===== src/rtl/rvc_fetch_aligner.sv =====
// rvc_fetch_aligner
//   Splits 32-bit fetch words into 16-bit parcels and reassembles them into
//   whole instructions for decode. A compressed instruction is one parcel.
//   A 32-bit instruction is two parcels and may straddle a fetch word. The
//   block also handles redirects to halfword-aligned targets.
//
//   Build option: define RV32C_EN to enable compressed support. Without it,
//   every fetch word is one 32-bit instruction held in a single slot.
//
// Ports
//   iCLK          clock, all state updates on the rising edge
//   iRST_N        asynchronous active-low reset
//   iFETCH_VALID  fetch word available
//   oFETCH_READY  aligner accepts the fetch word this cycle
//   iFETCH_DATA   fetch word, [15:0] is the lower-address halfword
//   iFLUSH        redirect: discard all buffered parcels
//   iFLUSH_PC     redirect target (bit 0 ignored)
//   oINSTR_VALID  complete instruction at the head of the buffer
//   iINSTR_READY  decoder consumes the instruction
//   oINSTR        instruction, compressed ones are {16'h0, parcel}
//   oINSTR_PC     address of oINSTR
//   oINSTR_IS_C   oINSTR is a 16-bit instruction
module rvc_fetch_aligner (
  input  logic        iCLK,
  input  logic        iRST_N,
  input  logic        iFETCH_VALID,
  output logic        oFETCH_READY,
  input  logic [31:0] iFETCH_DATA,
  input  logic        iFLUSH,
  input  logic [31:0] iFLUSH_PC,
  output logic        oINSTR_VALID,
  input  logic        iINSTR_READY,
  output logic [31:0] oINSTR,
  output logic [31:0] oINSTR_PC,
  output logic        oINSTR_IS_C
);

`ifdef RV32C_EN

  logic [15:0] hw [3];
  logic [1:0]  cnt;
  logic [31:0] pc;
  logic        drop;

  logic        headIsC;
  logic        headComplete;
  logic        instrValid;
  logic        fetchReady;
  logic        consume;
  logic        accept;
  logic [1:0]  shiftAmt;
  logic [1:0]  cntShift;
  logic [15:0] nextHw [3];
  logic [1:0]  nextCnt;
  logic [31:0] nextPc;
  logic        unusedFlushBit;

  assign unusedFlushBit = iFLUSH_PC[0];

  // Head decode, handshakes, and the next buffer contents. The buffer is
  // shifted by the consumed instruction first, then the accepted word's
  // parcels are appended behind whatever remains. Accept only happens with
  // CNT <= 1, so the buffer never needs more than three slots.
  always_comb begin
    headIsC      = (hw[0][1:0] != 2'b11);
    headComplete = headIsC ? (cnt != 2'd0) : (cnt >= 2'd2);
    instrValid   = headComplete && !iFLUSH;
    fetchReady   = (cnt <= 2'd1) && !iFLUSH;
    consume      = instrValid && iINSTR_READY;
    accept       = iFETCH_VALID && fetchReady;
    shiftAmt     = consume ? (headIsC ? 2'd1 : 2'd2) : 2'd0;
    cntShift     = cnt - shiftAmt;

    nextHw[0] = hw[0];
    nextHw[1] = hw[1];
    nextHw[2] = hw[2];
    case (shiftAmt)
      2'd1: begin
        nextHw[0] = hw[1];
        nextHw[1] = hw[2];
        nextHw[2] = 16'h0;
      end
      2'd2: begin
        nextHw[0] = hw[2];
        nextHw[1] = 16'h0;
        nextHw[2] = 16'h0;
      end
      default: ;
    endcase

    nextCnt = cntShift;
    if (accept) begin
      for (int i = 0; i < 3; i++) begin
        if (drop) begin
          if (i == int'(cntShift)) nextHw[i] = iFETCH_DATA[31:16];
        end else begin
          if (i == int'(cntShift))     nextHw[i] = iFETCH_DATA[15:0];
          if (i == int'(cntShift) + 1) nextHw[i] = iFETCH_DATA[31:16];
        end
      end
      nextCnt = drop ? cntShift + 2'd1 : cntShift + 2'd2;
    end

    nextPc = pc;
    if (consume) nextPc = pc + (headIsC ? 32'd2 : 32'd4);
  end

  // State register. A flush wins over everything and, when the target is the
  // upper halfword of a word, arms DROP so the first word's lower parcel is
  // discarded.
  always_ff @(posedge iCLK or negedge iRST_N) begin
    if (!iRST_N) begin
      for (int i = 0; i < 3; i++) hw[i] <= 16'h0;
      cnt  <= 2'd0;
      pc   <= 32'h0;
      drop <= 1'b0;
    end else if (iFLUSH) begin
      cnt  <= 2'd0;
      pc   <= {iFLUSH_PC[31:1], 1'b0};
      drop <= iFLUSH_PC[1];
    end else begin
      for (int i = 0; i < 3; i++) hw[i] <= nextHw[i];
      cnt <= nextCnt;
      pc  <= nextPc;
      if (accept) drop <= 1'b0;
    end
  end

  assign oFETCH_READY = fetchReady;
  assign oINSTR_VALID = instrValid;
  assign oINSTR       = instrValid ? (headIsC ? {16'h0, hw[0]} : {hw[1], hw[0]}) : 32'h0;
  assign oINSTR_PC    = instrValid ? pc : 32'h0;
  assign oINSTR_IS_C  = instrValid && headIsC;

`else

  logic [31:0] slot;
  logic        slotValid;
  logic [31:0] pc;

  logic        instrValid;
  logic        consume;
  logic        fetchReady;
  logic        accept;
  logic [1:0]  unusedFlushBits;

  assign unusedFlushBits = iFLUSH_PC[1:0];

  // A single word slot. It can be refilled in the same cycle it is consumed,
  // which keeps one instruction per cycle with a steady fetch stream.
  always_comb begin
    instrValid = slotValid && !iFLUSH;
    consume    = instrValid && iINSTR_READY;
    fetchReady = (!slotValid || consume) && !iFLUSH;
    accept     = iFETCH_VALID && fetchReady;
  end

  // State register. Redirect targets are forced word-aligned here.
  always_ff @(posedge iCLK or negedge iRST_N) begin
    if (!iRST_N) begin
      slot      <= 32'h0;
      slotValid <= 1'b0;
      pc        <= 32'h0;
    end else if (iFLUSH) begin
      slotValid <= 1'b0;
      pc        <= {iFLUSH_PC[31:2], 2'b00};
    end else begin
      if (consume) pc <= pc + 32'd4;
      if (accept) begin
        slot      <= iFETCH_DATA;
        slotValid <= 1'b1;
      end else if (consume) begin
        slotValid <= 1'b0;
      end
    end
  end

  assign oFETCH_READY = fetchReady;
  assign oINSTR_VALID = instrValid;
  assign oINSTR       = instrValid ? slot : 32'h0;
  assign oINSTR_PC    = instrValid ? pc : 32'h0;
  assign oINSTR_IS_C  = 1'b0;

`endif

endmodule


===== config.mk =====
export PLATFORM = sky130hd
export DESIGN_NAME = rvc_fetch_aligner
export DESIGN_NICKNAME = d
export VERILOG_FILES = /design/src/rtl/rvc_fetch_aligner.sv
export SDC_FILE = /design/constraint.sdc
export NUM_CORES = 1
export LEC_CHECK = 0
export CAP_MARGIN = 20
export CORE_MARGIN = 8
export CORE_UTILIZATION = 35
export CTS_CLUSTER_SIZE = 10
export DETAILED_ROUTE_END_ITERATION = 8
export GPL_TIMING_DRIVEN = 0
export PLACE_DENSITY_LB_ADDON = 0.12
export SETUP_SLACK_MARGIN = 0.02
export SKIP_LAST_GASP = 1
export SLEW_MARGIN = 20
export SYNTH_ARGS = -nofsm -noshare
export SYNTH_HDL_FRONTEND = slang
export SYNTH_SLANG_ARGS = --single-unit

===== constraint.sdc =====
create_clock -name iCLK -period 2 [get_ports iCLK]
set_clock_uncertainty 0.2 [all_clocks]
set_input_delay 0.4 -clock iCLK [delete_from_list [all_inputs] [get_ports iCLK]]
set_output_delay 0.4 -clock iCLK [all_outputs]
set_load 0.05 [all_outputs]

* Yosys cells after proc, flatten, opt, wreduce, memory -nomap -nowiden
Index checks and enable logic that the tools add are counted.
Cells by class: reductions and logical operators 10, $add $sub $neg 1, bitwise logic cells 1, muxes and demuxes 7
Operator list (count):
- two-way mux 32 bit | 4
- adder 32 x 3 -> 32 bit, second input constant | 1
- logical AND 1 bit | 4
- two-way mux 1 bit | 3
- nonzero test 3 bit | 1
- logical NOT 1 bit | 2
- AND reduction 2 bit | 1
- nonzero test 2 bit | 1
- logical OR 1 bit | 1
- NOT 1 bit | 1
Word-level totals: input bits 69, register bits 65, output and inout port bits 67, logic and storage cells 22

* Depth between registers and ports, before layout
depth after elaboration 8, gate-level depth with buffers 7, gate-level depth less buffers 6

* Worst setup path after synthesis
OpenSTA, ideal clock, no wires.
path kind reg-to-reg, from reg slotValid, to reg slot[0], arrival 2.176 ns, stages on the path, launching flop included 8, required time 1.672 ns, setup time 0.128 ns, buffers on the path 2, clock period less this slack 2.504 ns, slack -0.504 ns, path through dfrtp_1 -> inv_2 -> nor2_1 -> nor2_1 -> and2_1 -> clkbuf_1 -> buf_2 -> mux2_1
Between the ends: word-level cells in the longest chain between the ends 6, elaborated cells between the ends (all ways) 7, classes of those cells 7 x reduce/logical
Ends and longest elaborated chain:
- start, declared | line 138 | logic slotValid;
- start signal, assigned | line 162 | slotValid <= 1'b0;
- start signal, assigned | line 165 | slotValid <= 1'b0;
- start signal, assigned | line 171 | slotValid <= 1'b1;
- logical AND 1 bit | line 152 | instrValid = slotValid && !iFLUSH;
- logical AND 1 bit | line 153 | consume = instrValid && iINSTR_READY;
- logical OR 1 bit * | line 154 | fetchReady = (!slotValid || consume) && !iFLUSH;
- logical AND 1 bit * | line 154
- named net oFETCH_READY | line 27 | output logic oFETCH_READY,
- logical AND 1 bit * | line 155 | accept = iFETCH_VALID && fetchReady;
- AND reduction 2 bit (no line) *
- end signal, assigned | line 170 | slot <= iFETCH_DATA;
- end, declared | line 137 | logic [31:0] slot;
The timed path passes the listed nets; every way through them passes the cells marked *. A chain may end at the register's enable or synchronous reset.

* Worst setup path after layout
from reg slotValid, to out oINSTR_PC[15]
Between the ends: word-level cells in the longest chain between the ends 2
Ends and longest elaborated chain:
- logical AND 1 bit | line 152
- two-way mux 32 bit | line 181 | assign oINSTR_PC = instrValid ? pc : 32'h0;
- end, declared | line 34 | output logic [31:0] oINSTR_PC,
No other way between the ends.

==> metrics <==
Hold Path Cell Cnt 1; Antenna diodes 0; drt wl/cell about 18 um; leading area contributor after synthesis dfrtp_1; Crit Path Category reg2out; Top Ports 136; Largest stage delay, worst path 0.39 ns; Critical Path AT around 1.5 ns; Final TNS setup -3.49 ns; CP Launch Type flop; sequential fraction of the synthesis area approximately 46%; Detail Placement HPWL 7800 um; syn_area_per_cell about 9.9 um2; fmax ~470 MHz; FF-to-FF path depth 5; post-route cell area ~6000 um2; TritonRoute pass-1 iters 4; DR vias/cell 4.77; clock-pin slew on the worst setup and hold paths 0.07 ns; first-pass GRT wire length ~17,000 um; data required time of the worst path between 1 and 1.5 ns; total power about 3.8 mW; status finished, violations left; post-synth top area share between 40% and 50%; Buf/Inv on CP 3; Seq. cell area about 1600 um2; slew at the pin closest to its max-slew limit slightly above 0.5 ns; crit-path max FO 7; WL final roughly 11,000 um; clk_lat worst skew ~0.34 ns; initial antenna violation count 0; slowest CP cell dfrtp_1; number of global-route vias before repair 3,243; DP Area 5140 um2; H-tree Lvls 3; Setup WS pre-CTS -1.76 ns; FILL cells between 800 and 900; RSZ-0062 raised after global routing true; prevailing post-synth register cell dfrtp_1; crit share post-route 106%; Slew Viols, Final 0; Layout Nets between 500 and 600; Post-synth ARST share between 90% and 100%; FF+latch count, synth 63; CTS Sinks 63; Pint ~2.6 mW; commonest non-fill, non-tap cell in the layout clkdlybuf4s50_1; Cell Area, Synth between 3000 and 4000 um2; R2R Setup Slk around 0.07 ns; # rows 36; Placer Congestion 0.786; Layout area overhead 75.9%; Post-synth EDFFs 0; Synth Instances approximately 340; total CTS buffers 9; drc violations 0; Die Y roughly 110 um; final setup vio count 47; commonest non-fill, non-tap cells in the layout clkdlybuf4s50_1, dfrtp_1, and2_4; CP Cell Sequence and2b_4, buf_12, clkbuf_16, and2_4, buf_8; Clk pwr share 29.3%; Power Density approximately 630 nW/um2; r2r endpoint pc[27]; Ys Warns 0; # Max-Cap Violations 0; multi-input logic area between 2000 and 2500 um2; Hold Crit Endpoint slot[7]; Final min period 2.12 ns; Yosys cell types 36; combinational share of power between 20 and 30%; Hold Crit Start slot[7]; crit end category output port; total gr overflow 0; area of the die ~13,000 um2; Root Driver clkbuf_8; core area around 9600 um2; reg-to-reg startpoint pc[4]; failing checks setup timing; worst hold path type reg2reg; via count slightly above 3,000; I/O Buffers 130; Initial Util 35.4%; share of cells above drive strength 1 around 44%; Leak around 2.6 nW; CTS Buffer Depth 2; final hold vios 0; Tot GR Track Use between 10% and 20%; pin count of the biggest net entering global routing 40; switching share of power between 30% and 40%; remaining antenna violation count 0; final setup margin -0.121 ns; power share of the sequential group a little over two fifths; Worst path top cell family by delay buffers and inverters; Die Wd approximately 110 um; Max-Slew Margin vs Limit approximately 65%; Psw 1.16 mW; Max VDD drop roughly 0.00033 V; Iter 0 DRT Violations 96; CTS tree built; synth top area cells dfrtp_1, mux2_1, and2_1, xnor2_1, nand2_1
power groups by stage:
stage / sequential (mW) / combinational [mW] / clock (mW)
after CTS: 1.56 / 1.01 / 1.12
after global routing: 1.60 / 1.15 / 1.19
after floorplan: 1.55 / 0.598 / 0
after detailed placement: 1.58 / 0.929 / 0
final: 1.58 / 1.08 / 1.10
after global placement: 1.58 / 0.919 / 0
stage by stage:
stage | util (%) | std cells | hold slack [ns]
after floorplan | - | 344 | -0.0956
after global placement | 53.4 | 607 | 0.262
after detailed placement | 53.6 | 608 | 0.136
after CTS | 58.8 | 634 | 0.284
after global routing | 62.3 | 637 | 0.313
final | 62.3 | 637 | 0.284
layer usage:
| layer | wire length (um) | track usage (%) | share of wire (%) |
|---|---|---|---|
| met3 | 729 | 4.54 | 6.4 |
| met4 | 136 | 5.15 | 1.2 |
| met5 | 0 | 0 | 0 |
| met1 | 4890 | 21.3 | 43 |
| met2 | 5550 | 26.7 | 49 |
synth_stat cells, types with 3 or more instances:
cell and number:
and2_1 57, and3_1 7, and4_1 3, buf_2 3, buf_4 4, clkbuf_1 13
dfrtp_1 63, inv_1 6, mux2_1 32, nand2_1 40, nand3_1 8, nand4_1 4
nor2_1 11, nor3_1 15, nor4_2 5, o21ai_0 6, o21ai_1 21, xnor2_1 23
xor2_1 4
kinds of logic (layout without fill, tap and decap cells):
| group | after synthesis | count (layout) | synth area share, % |
|---|---|---|---|
| flops | 63 | 63 | 46.4 |
| compound gates | 31 | 31 | 4.94 |
| mux | 34 | 34 | 11.2 |
| fa+ha+maj | 1 | 1 | 0.368 |
| other cells | 1 | 3 | 0.110 |
| xor+xnor | 27 | 27 | 6.96 |
| simple gates | 157 | 158 | 26.3 |
| buf+inv | 28 | 187 | 3.65 |
timing repair:
action,CTS,global route
setup endpoints to repair,119,88
gates cloned,2,5
hold buffers,1,0
buffers inserted,7,5
hold endpoints to repair,24,0
pin swaps,1,16
gates resized for setup,503,93
worst max-delay path by stage:
stage,start,end,slack [ns],cells after the start
5_1_grt,slotValid,oINSTR_PC[5],-0.16,5
3_3_place_gp,iRST_N,pc[23],-1.93,1
6_report,slotValid,oINSTR_PC[15],-0.12,5
3_5_place_dp,iFLUSH,oINSTR_PC[2],-1.76,6
4_1_cts,slotValid,oINSTR_PC[19],-0.20,5
2_1_floorplan,iFLUSH,oINSTR_PC[11],-0.12,3
sequential cells by signal, summed over array words and instances (netlist names):
| signal | flops |
|---|---|
| slot | 32 |
| slotValid | 1 |
| pc | 30 |
area by class of cell:
cell class | count | area share [%]
clock inverter | 6 | 1.03
clock buffer | 10 | 2.14
inverter | 7 | 0.649
timing repair buffer | 146 | 28.8
buffer | 18 | 3.20
sequential | 63 | 26.4
tap | 133 | 2.78
multi-input combinational | 254 | 35.0
Power figures use the tool's default switching activity.
